## src/rtl/descrambler_sync.sv

```systemverilog
// Self-synchronous x^POLY_LEN + x^TAP + 1 scrambler/descrambler with valid handshake,
// bypass, seed load and a priming FSM that flags when descrambler history is all real data.
module descrambler_sync #(
  parameter int unsigned          WIDTH    = 64,
  parameter int unsigned          POLY_LEN = 58,
  parameter int unsigned          TAP      = 39,
  parameter logic [POLY_LEN-1:0]  INIT     = {POLY_LEN{1'b1}}
) (
  input  logic                clk,
  input  logic                arst_n,
  input  logic                mode_scram,
  input  logic                bypass,
  input  logic                seed_load,
  input  logic [POLY_LEN-1:0] seed,
  input  logic                in_valid,
  input  logic [WIDTH-1:0]    din,
  output logic                out_valid,
  output logic [WIDTH-1:0]    dout,
  output logic                primed
);

  localparam int unsigned         HW        = WIDTH + POLY_LEN;
  localparam int unsigned         FILL_W    = $clog2(POLY_LEN + 1);
  localparam logic [FILL_W-1:0]   FILL_FULL = FILL_W'(POLY_LEN);

  typedef enum logic {
    ST_FILL   = 1'b0,
    ST_PRIMED = 1'b1
  } prime_state_e;

  logic [POLY_LEN-1:0] state_q, state_d;
  logic [FILL_W-1:0]   fill_q, fill_d;
  prime_state_e        fsm_q, fsm_d;
  logic                mode_q, mode_d;
  logic [WIDTH-1:0]    dout_q, dout_d;
  logic                primed_q, primed_d;
  logic                out_valid_q;

  logic [POLY_LEN-1:0] cur_state;
  logic [HW-1:0]       h;
  logic [WIDTH-1:0]    desc_word;
  logic [POLY_LEN-1:0] desc_next;
  logic [HW-1:0]       s;
  logic [WIDTH-1:0]    scr_word;
  logic [POLY_LEN-1:0] scr_next;
  logic                mode_chg;

  assign cur_state = seed_load ? seed : state_q;

  // Descrambler: history is the received line bits, so every output bit is independent.
  assign h         = {din, cur_state};
  assign desc_next = h[HW-1:WIDTH];

  for (genvar gi = 0; gi < WIDTH; gi++) begin : g_desc
    assign desc_word[gi] = h[POLY_LEN + gi] ^ h[gi] ^ h[POLY_LEN + gi - TAP];
  end

  // Scrambler: history is the transmitted bits, so each bit feeds later bits of the same word.
  always_comb begin
    s = {{WIDTH{1'b0}}, cur_state};
    for (int i = 0; i < WIDTH; i++) begin
      s[POLY_LEN + i] = din[i] ^ s[i] ^ s[POLY_LEN + i - TAP];
    end
  end

  assign scr_word = s[HW-1:POLY_LEN];
  assign scr_next = s[HW-1:WIDTH];
  assign mode_chg = (mode_scram != mode_q);

  logic [FILL_W-1:0] fill_base;
  prime_state_e      fsm_base;
  logic [31:0]       fill_sum;

  always_comb begin
    state_d   = state_q;
    fill_d    = fill_q;
    fsm_d     = fsm_q;
    mode_d    = mode_q;
    dout_d    = dout_q;
    primed_d  = primed_q;
    fill_base = '0;
    fsm_base  = ST_FILL;
    fill_sum  = '0;

    if (bypass) begin
      if (in_valid) begin
        dout_d   = din;
        primed_d = 1'b1;
      end
    end else if (in_valid) begin
      mode_d    = mode_scram;
      dout_d    = mode_scram ? scr_word : desc_word;
      state_d   = mode_scram ? scr_next : desc_next;
      fill_base = mode_chg ? '0 : fill_q;
      fsm_base  = mode_chg ? ST_FILL : fsm_q;
      fill_sum  = 32'(fill_base) + WIDTH;
      fill_d    = fill_base;
      fsm_d     = fsm_base;
      if (seed_load) begin
        fsm_d    = ST_PRIMED;
        fill_d   = FILL_FULL;
        primed_d = 1'b1;
      end else if (mode_scram) begin
        fsm_d    = ST_PRIMED;
        primed_d = 1'b1;
      end else if (fsm_base == ST_PRIMED) begin
        primed_d = 1'b1;
      end else begin
        // The word that completes the history is still built on partly unknown bits.
        primed_d = 1'b0;
        fill_d   = (fill_sum >= POLY_LEN) ? FILL_FULL : fill_sum[FILL_W-1:0];
        if (fill_sum >= POLY_LEN) begin
          fsm_d = ST_PRIMED;
        end
      end
    end else if (seed_load) begin
      state_d = seed;
      fsm_d   = ST_PRIMED;
      fill_d  = FILL_FULL;
    end
  end

  always_ff @(posedge clk or negedge arst_n) begin
    if (!arst_n) begin
      state_q     <= INIT;
      fill_q      <= '0;
      fsm_q       <= ST_FILL;
      mode_q      <= 1'b0;
      dout_q      <= '0;
      primed_q    <= 1'b0;
      out_valid_q <= 1'b0;
    end else begin
      state_q     <= state_d;
      fill_q      <= fill_d;
      fsm_q       <= fsm_d;
      mode_q      <= mode_d;
      dout_q      <= dout_d;
      primed_q    <= primed_d;
      out_valid_q <= in_valid;
    end
  end

  assign out_valid = out_valid_q;
  assign dout      = dout_q;
  assign primed    = primed_q;

endmodule
```

## config.mk

```make
export PLATFORM = sky130hd
export DESIGN_NAME = descrambler_sync
export DESIGN_NICKNAME = d
export VERILOG_FILES = /design/src/rtl/descrambler_sync.sv
export SDC_FILE = /design/constraint.sdc
export NUM_CORES = 1
export LEC_CHECK = 0
export BUFFER_PORTS_ARGS = -buffer_cell sky130_fd_sc_hd__buf_2
export CORE_MARGIN = 1.5
export CORE_UTILIZATION = 50
export DETAILED_ROUTE_END_ITERATION = 6
export GPL_ROUTABILITY_DRIVEN = 1
export GPL_TIMING_DRIVEN = 0
export PLACE_DENSITY = 0.74
export RECOVER_POWER = 25
export SYNTH_ARGS = -nofsm -noshare
export SYNTH_HDL_FRONTEND = slang
export SYNTH_SLANG_ARGS = --single-unit
```

## constraint.sdc

```tcl
create_clock -name clk -period 3.6 [get_ports clk]
set_input_delay 0.54 -clock clk [delete_from_list [all_inputs] [get_ports clk]]
set_output_delay 0.54 -clock clk [all_outputs]
set_load 0.02 [all_outputs]
```

==> results of run 1 <==
-- kinds of logic (layout without fill, tap and decap cells) --
group | after synthesis | count (layout) | synth area share [%]
and+or+nand+nor | 252 | 252 | 13.5
muxes | 46 | 46 | 6.34
buffers and inverters | 59 | 284 | 3.18
AOI/OAI and AO/OA | 216 | 216 | 13.8
other | 0 | 1 | 0
xor gates and xnor gates | 256 | 256 | 26.4
DFF | 126 | 126 | 36.8
-- layout make-up --
cell class / count / area, sq um
clock inverters: 6 / 80.1
plain buffers: 57 / 272
repair buffers: 193 / 987
diodes: 1 / 2.50
clock buffers: 26 / 509
fillers: 1503 / 6610
multi-input cells: 770 / 5260
well taps: 225 / 282
flip-flops and latches: 126 / 3230
inverters: 2 / 7.51
-- sequential cells by signal, indices dropped and copies added (netlist names) --
name / count
dout: 64
fsm_q: 1
mode_q: 1
out_valid: 1
primed: 1
state_q: 58
-- synthesized netlist by cell type, drive strengths merged --
cell	count	area share, %
o21ai	25	1.4
a21oi	113	6.5
nand3	34	1.9
inv	2	0.086
nand2	38	1.6
xnor2	115	12
a21o	7	0.60
a222oi	1	0.11
and2	1	0.071
or2	1	0.071
buf	11	1.1
a22o	5	0.50
o22ai	46	3.3
nand2b	29	2.1
mux2i	46	6.3
dfstp	58	17
or3	23	1.6
nor2b	22	1.6
dfrtp	68	19
nor2	104	4.5
a22oi	6	0.51
clkbuf	46	2.0
a31oi	13	0.93
xor2	141	14
-- per-stage QoR --
stage / util (%) / worst slack [ns] / power (W) / area [sq um]
floorplan: - / 1.66 / 0.00357 / 8760
global placement: 58.0 / 0.293 / 0.00425 / 10000
detailed placement: 58.2 / 0.884 / 0.00430 / 10000
CTS: 61.7 / 1.32 / 0.00605 / 10600
global route: 61.6 / 1.15 / 0.00635 / 10600
finish: 61.6 / 1.18 / 0.00609 / 10600
-- report_power, final --
group	total (W)	internal, W	switching [W]
clock	0.00176	0.00111	0.000649
sequential	0.00203	0.00180	0.000225
combinational	0.00230	0.000950	0.00135
-- metal layers --
layer,wire [um],track usage (%),vias up
li1,-,-,3676
met1,12200,44.3,3914
met2,14000,53.8,443
met3,3010,7.44,61
met4,939,13.3,2
met5,14,0,-
-- critical path, cell delays in order --
cell      delay [ns]
buf_2           0.25
clkbuf_1        0.45
clkbuf_1        0.55
buf_2           0.41
nand2_1         0.12
xor2_1          0.30
a21oi_1         0.13
-- worst max-delay path by stage --
stage                   to  slack (ns)       start
2_1_floorplan  state_q[56]        1.66   seed_load
3_3_place_gp      dout[10]        0.29      arst_n
3_5_place_dp   state_q[43]        0.88  mode_scram
4_1_cts        state_q[43]        1.32  mode_scram
5_1_grt        state_q[43]        1.15  mode_scram
6_report       state_q[41]        1.18  mode_scram
==> summary.txt, run 1 <==
Outcome
  • Run status: finished, violations left
  • Failing checks: capacitance limit, slew limit

Floorplanning
  • Die extent in x: between 100 and 150 um
  • Placement row count: between 40 and 50
  • Initial core utilization: between 50 and 60%
  • Die height: 135 um
  • Die Area: between 15000 and 20000 sq um
  • I/O Pins: 194
  • Area of the core: 17200 sq um

Power and ir drop
  • Power density over the cells: ~570 nW/um^2
  • Worst IR Drop VDD: 0.000391 V
  • Reported leakage power: 4.45 nW

Finish
  • Commonest non-fill, non-tap cell in the layout: buf_2
  • Share of final-layout standard cells stronger than drive strength 1: approximately a quarter
  • Leading cell types in the layout, fill and taps excluded: buf_2, xor2_1, a21oi_1
  • Final std cells w/o fill: between 1000 and 1500
  • Final layout net count: about 1300
  • Area growth syn-to-layout: 21.2%

Worst setup path
  • Crit path arrival time: between 2 and 3 ns
  • Critical R2R Capture: dout[39]
  • Worst EP required: about 3.9 ns
  • Setup slack of the worst register-to-register path: between 1.5 and 2 ns
  • Maximum fanout encountered on the critical timing path: 10
  • Endpoint kind of the worst setup timing path: flip-flop
  • Cells on worst reg2reg path: 6
  • Worst Path Class, Setup: in2reg
  • Crit start category: primary input
  • Worst flop-to-flop path startpoint: state_q[19]

Timing
  • Highest Clock Rate: around 410 MHz
  • Final setup violating endpoints: 0
  • Final Hold Violating Endpoints: 0
  • Layout Skew: ~0.0069 ns
  • Slew headroom: -10.9%
  • Total negative slack: 0 ns
  • Transition time at the pin with the least slew margin: around 1.7 ns
  • Smallest hold slack: between 0.2 and 0.25 ns
  • Tcrit/Tclk final: between 60% and 70%
  • Unrepaired setup endpoints after global routing: false
  • Post-layout minimum cycle time: about 2.4 ns
  • Total count of max-transition violations in the final report: between 60 and 70

Clocking
  • Worst skew pair latency: between 0.4 and 0.5 ns
  • CTS max path bufs: 2
  • Number of buffers added by the clock tree synthesis step: 17
  • CTS tree: done
  • CTS clk-pin slew, worst paths: around 0.060 ns
  • Clk Tree Root Cell: clkbuf_16
  • # clock sinks: 126
  • Total of hold buffers inserted after clock tree synthesis: 0
  • Setup repair bufs after CTS: 0
  • Number of H-tree branching levels: 4
  • Number of gates given a new drive strength after cts: 0

Hold path
  • Cells on Worst Hold Path: 1
  • Hold_sp: in_valid
  • Worst Hold Endpoint: out_valid
  • Tightest Hold Check Type: in2reg

Synthesis
  • Mean instance size in the synthesized netlist: ~9.2 sq um
  • Sequential share of the synthesized area: 36.8%
  • Yosys warnings: 0
  • Count of mapped cells out of synthesis: about 960
  • Number of distinct standard cells referenced by the synthesized netlist: 32
  • FF+latch count, synth: between 100 and 150
  • Synthesized Nets: 1083
  • Post-synthesis cell area: just under 9000 sq um

Global route
  • Initial antenna violation count: 3
  • Gr ovfl total: 0
  • Global routing usage summed across all routing layers: about a third
  • Pin count of the biggest net entering global routing: 67
  • Number of global-route vias before repair: between 7000 and 8000
  • First-pass GRT wire length: ~45 mm

Placed design
  • Count of buffers from port buffering: approximately 190
  • Placer's final routability congestion estimate: approximately 0.94
  • Detailed Place HPWL: roughly 23 mm
  • Cells after DPL: around 1400

Drt
  • Overall routed net length: 30.2 mm
  • Average routed wire per standard cell: 21.4 um
  • DRT iter0 DRCs: between 800 and 900
  • Antenna-violating nets left: 0
  • DR vias: a little over 8000
  • Number of remaining DRC errors: 0
  • Pre-antenna DRT Iters: 5
  • Mean number of vias per cell: between 5 and 6

Flow run
  • Max-cap viol count: 1
(Power assumes the default switching activity.)
==> inputs of run 2 (changes only) <==
--- a/config.mk
+++ b/config.mk
@@ -5,13 +5,14 @@
 export SDC_FILE = /design/constraint.sdc
 export NUM_CORES = 1
 export LEC_CHECK = 0
+export ABC_AREA = 1
 export BUFFER_PORTS_ARGS = -buffer_cell sky130_fd_sc_hd__buf_2
 export CORE_MARGIN = 1.5
 export CORE_UTILIZATION = 50
 export DETAILED_ROUTE_END_ITERATION = 6
 export GPL_ROUTABILITY_DRIVEN = 1
 export GPL_TIMING_DRIVEN = 0
-export PLACE_DENSITY = 0.74
+export PLACE_DENSITY = 0.77
 export RECOVER_POWER = 25
 export SYNTH_ARGS = -nofsm -noshare
 export SYNTH_HDL_FRONTEND = slang
==> constraint.sdc (replaced) <==
create_clock -name clk -period 2.2 [get_ports clk]
set_input_delay 0.33 -clock clk [delete_from_list [all_inputs] [get_ports clk]]
set_output_delay 0.33 -clock clk [all_outputs]
set_load 0.02 [all_outputs]
==> run 2 against run 1 <==
The run ends with DRC left; clock skew up 0.0042 ns; flip-flop and latch count did not move; via count grew 42%; wire length grew 42%; design area grew 8.0%; synthesized area up 9.6%; worst setup slack worse by 1.0 ns; synthesized cell count is 58% higher; utilization decreased by 0.48 points; non-clock buffer count rose by 25; sequential power grew 45%.
==> summary.txt, run 2 <==
Synthesis
  • Synthesized Nets: 1634 (+51%)
  • Asr flop ratio synth: 100% (unchanged)
  • Number of distinct standard cells referenced by the synthesized netlist: 32 (unchanged)
  • Area fraction in and, or, nand and nor cells after synthesis: 35.9% (+22 points)
  • Area share of the largest cell type after synthesis: 23.3% (+3.9 points)
  • Number of enable flip-flop cells after synthesis: 0 (unchanged)
  • Combinational family with the most area after synthesis: simple AND/OR/NAND/NOR gates
  • Area fraction in compound gates after synthesis: 14.7% (+0.90 points)
  • Yosys warnings: 0 (unchanged)
  • Post-synthesis cell area: 9600 sq um (+9.6%)
  • Area contributors post-synth: nand2_1, dfrtp_1, dfstp_2, nand3_1, a21oi_1
  • Most repeated cell in the gate-level netlist after synthesis: nand2_1
  • Most frequently used flop master after synthesis: dfrtp_1
  • Synth top cells by count: nand2_1, nand3_1, a21oi_1, inv_1
  • Mean instance size in the synthesized netlist: 6.38 sq um (-30%)
  • Sequential share of the synthesized area: 33.6% (-3.2 points)
  • Multiplexer fraction of the synthesized cell area: 0% (-6.3 points)
  • Post-synth top area cell: nand2_1
  • Count of mapped cells out of synthesis: 1506 (+58%)
  • Xor and xnor area share after synthesis: 6.62% (-20 points)
  • FF+latch count, synth: 126 (unchanged)
  • Adder and majority cell fraction of the synthesized area: 0% (unchanged)

Clocking
  • CTS tree: done
  • Number of gates given a new drive strength after cts: 0 (unchanged)
  • Clk Tree Root Cell: clkbuf_16
  • Number of buffers added by the clock tree synthesis step: 17 (unchanged)
  • CTS max path bufs: 2 (unchanged)
  • Worst skew pair latency: 0.43 ns (about the same)
  • CTS clk-pin slew, worst paths: 0.06 ns (about the same)
  • # clock sinks: 126 (unchanged)
  • Setup repair bufs after CTS: 0 (unchanged)
  • Number of H-tree branching levels: 4 (unchanged)

Timing
  • Tcrit/Tclk final: 91.5%
  • Layout Skew: 0.0111 ns (+0.00422 ns)
  • Smallest hold slack: 0.0141 ns (-0.234 ns)
  • Total count of max-transition violations in the final report: 0 (-100%)
  • Final setup violating endpoints: 0 (unchanged)
  • Highest Clock Rate: 497 MHz
  • Post-layout minimum cycle time: just over 2 ns
  • Unrepaired setup endpoints after global routing: false
  • Slew headroom: 27.5% (+38 points)
  • Transition time at the pin with the least slew margin: 1.09 ns (-0.576 ns)
  • Final Hold Violating Endpoints: 0 (unchanged)
  • Total negative slack: 0 ns (unchanged)

Drt
  • DR vias: 11500 (+42%)
  • DRT iter0 DRCs: 1340 (+64%)
  • Average routed wire per standard cell: 21.8 um (+1.8%)
  • Pre-antenna DRT Iters: 7 (+2)
  • Number of remaining DRC errors: 5 (+5)
  • Overall routed net length: 42.9 mm (+42%)
  • Mean number of vias per cell: 5.86 (+1.7%)
  • Antenna-violating nets left: 0 (unchanged)

Worst setup path
  • Crit path arrival time: 2.32 ns (-0.43 ns)
  • Master of the slowest instance on the critical path: buf_1
  • Largest incremental delay on the critical path: 0.85 ns (+0.30 ns)
  • Setup slack of the worst register-to-register path: 0.37 ns (-1.18 ns)
  • Worst-path cell chain: buf_2 > inv_1 > clkbuf_1 > buf_1 > nand3_1 > nand2_1 > nand2_1
  • Worst EP required: 2.51 ns (-1.42 ns)
  • Worst path buffer plus inverter count: 4 (unchanged)
  • Crit start category: primary input
  • Worst Path Class, Setup: in2reg
  • Endpoint kind of the worst setup timing path: flip-flop
  • Cell type with the highest occurrence count on the critical path: nand2_1
  • Critical path's top delay family: buffers and inverters
  • Maximum fanout encountered on the critical timing path: 10 (unchanged)

Global route
  • Number of global-route vias before repair: 10456 (+34%)
  • Gr ovfl total: 0 (unchanged)
  • Global routing usage summed across all routing layers: 42.8% (+9.2 points)
  • Pin count of the biggest net entering global routing: 72 (+7.5%)
  • First-pass GRT wire length: 62.2 mm (+38%)
  • Initial antenna violation count: 1 (-2)

Outcome
  • Run status: finished, violations left
  • Failing checks: DRC

Power and ir drop
  • Part of the total power dissipated in the clock network: 34.0% (+5.2 points)
  • Worst IR Drop VDD: 0.000561 V (+43%)
  • P_sw: 0.00336 W (+51%)
  • Reported leakage power: 6.12 nW (+38%)
  • Internal Pwr Total: 0.00547 W (+42%)
  • Switching share of power: 38.1% (+1.5 points)
  • Power share of the combinational group: 32.8% (-5.0 points)
  • Power density over the cells: 770 nW/um^2 (+34%)
  • Sequential share of power: 33.3% (about the same)

Floorplanning
  • I/O Pins: 194 (unchanged)
  • Die Area: 20000 sq um (+9.4%)
  • Placement row count: 50 (+4.2%)
  • Die height: 142 um (+4.6%)
  • Area of the core: 18800 sq um (+8.9%)
  • Die extent in x: 142 um (+4.6%)
  • Initial core utilization: 51.2% (+0.34 points)

Placed design
  • Detailed Place HPWL: 31.3 mm (+36%)
  • Placer's final routability congestion estimate: 1.02 (+8.5%)
  • Count of buffers from port buffering: 189 (-1.6%)

Finish
  • Area growth syn-to-layout: 19.5%
  • Share of final-layout standard cells stronger than drive strength 1: 18.3% (-8.2 points)
  • Final layout net count: 1844 (+42%)
  • Final antenna diode count: 0 (-1)
  • Leading cell types in the layout, fill and taps excluded: nand2_1, buf_2, nand3_1
  • Commonest non-fill, non-tap cell in the layout: nand2_1
  • Number of flip-flops under the largest register name: 64 (unchanged)

Flow run
  • Max-cap viol count: 0 (-1)

Hold path
  • Tightest Hold Check Type: in2reg
==> run 2: cells by family (layout without fill, tap and decap cells) <==
| kind of cell | count (synthesis) | after routing |
|---|---|---|
| and+or+nand+nor | 849 | 849 |
| AOI/OAI and AO/OA | 260 | 260 |
| DFF | 126 | 126 |
| xor gates and xnor gates | 64 | 64 |
| buffers and inverters | 207 | 430 |
==> run 2: per-layer routing <==
metal	part of all wire (%)	global-route usage, %	routed length [um]	up-vias
li1	-	-	-	5245
met1	39	55.8	16500	5289
met2	43	64.3	18300	792
met3	12	9.21	4990	174
met4	7.0	27.8	3020	0
met5	0	0	0	-
==> run 2: final timing paths <==
check / cells past startpoint / from / end
worst max-delay path: 7 / bypass / dout[52]
max in group asynchronous: 3 / arst_n / state_q[16]
worst max register to register: 9 / state_q[26] / dout[46]
worst min register to register: 2 / state_q[42] / state_q[42]
worst min-delay path: 1 / in_valid / out_valid
min in group asynchronous: 2 / arst_n / dout[63]
==> run 2: repair_timing <==
item	in CTS	in global routing
setup endpoints to repair	0	0
endpoints found under the hold margin	41	0
hold buffers	1	0
==> run 2: area by class of cell <==
type	instances	area [sq um]
timing repair buffer	191	972
clock inverter	13	164
fill	1859	7290
sequential	126	3230
inverter	123	467
clock buffer	19	443
multi-input combinational	1173	5500
tap	234	293
buffer	84	417
==> run 2: through the flow <==
| stage | utilization [%] | cells | cell area [sq um] | worst slack, ns | total power, W |
|---|---|---|---|---|---|
| 6_report | 61.1 | 1963 | 11500 | 0.187 | 0.00884 |
| 5_1_grt | 61.1 | 1963 | 11500 | 0.246 | 0.00920 |
| 4_1_cts | 61.2 | 1963 | 11500 | 0.390 | 0.00876 |
| 3_5_place_dp | 58.0 | 1930 | 10900 | -0.0348 | 0.00577 |
| 3_3_place_gp | 57.8 | 1929 | 10800 | -0.968 | 0.00573 |
| 2_1_floorplan | - | 1506 | 9600 | 0.681 | 0.00475 |
==> run 2: power groups by stage <==
stage / sequential [W] / combinational (W) / clock (W)
6_report: 0.00294 / 0.00290 / 0.00300
3_3_place_gp: 0.00296 / 0.00277 / 0
2_1_floorplan: 0.00316 / 0.00159 / 0
4_1_cts: 0.00293 / 0.00283 / 0.00300
5_1_grt: 0.00297 / 0.00313 / 0.00310
3_5_place_dp: 0.00296 / 0.00281 / 0
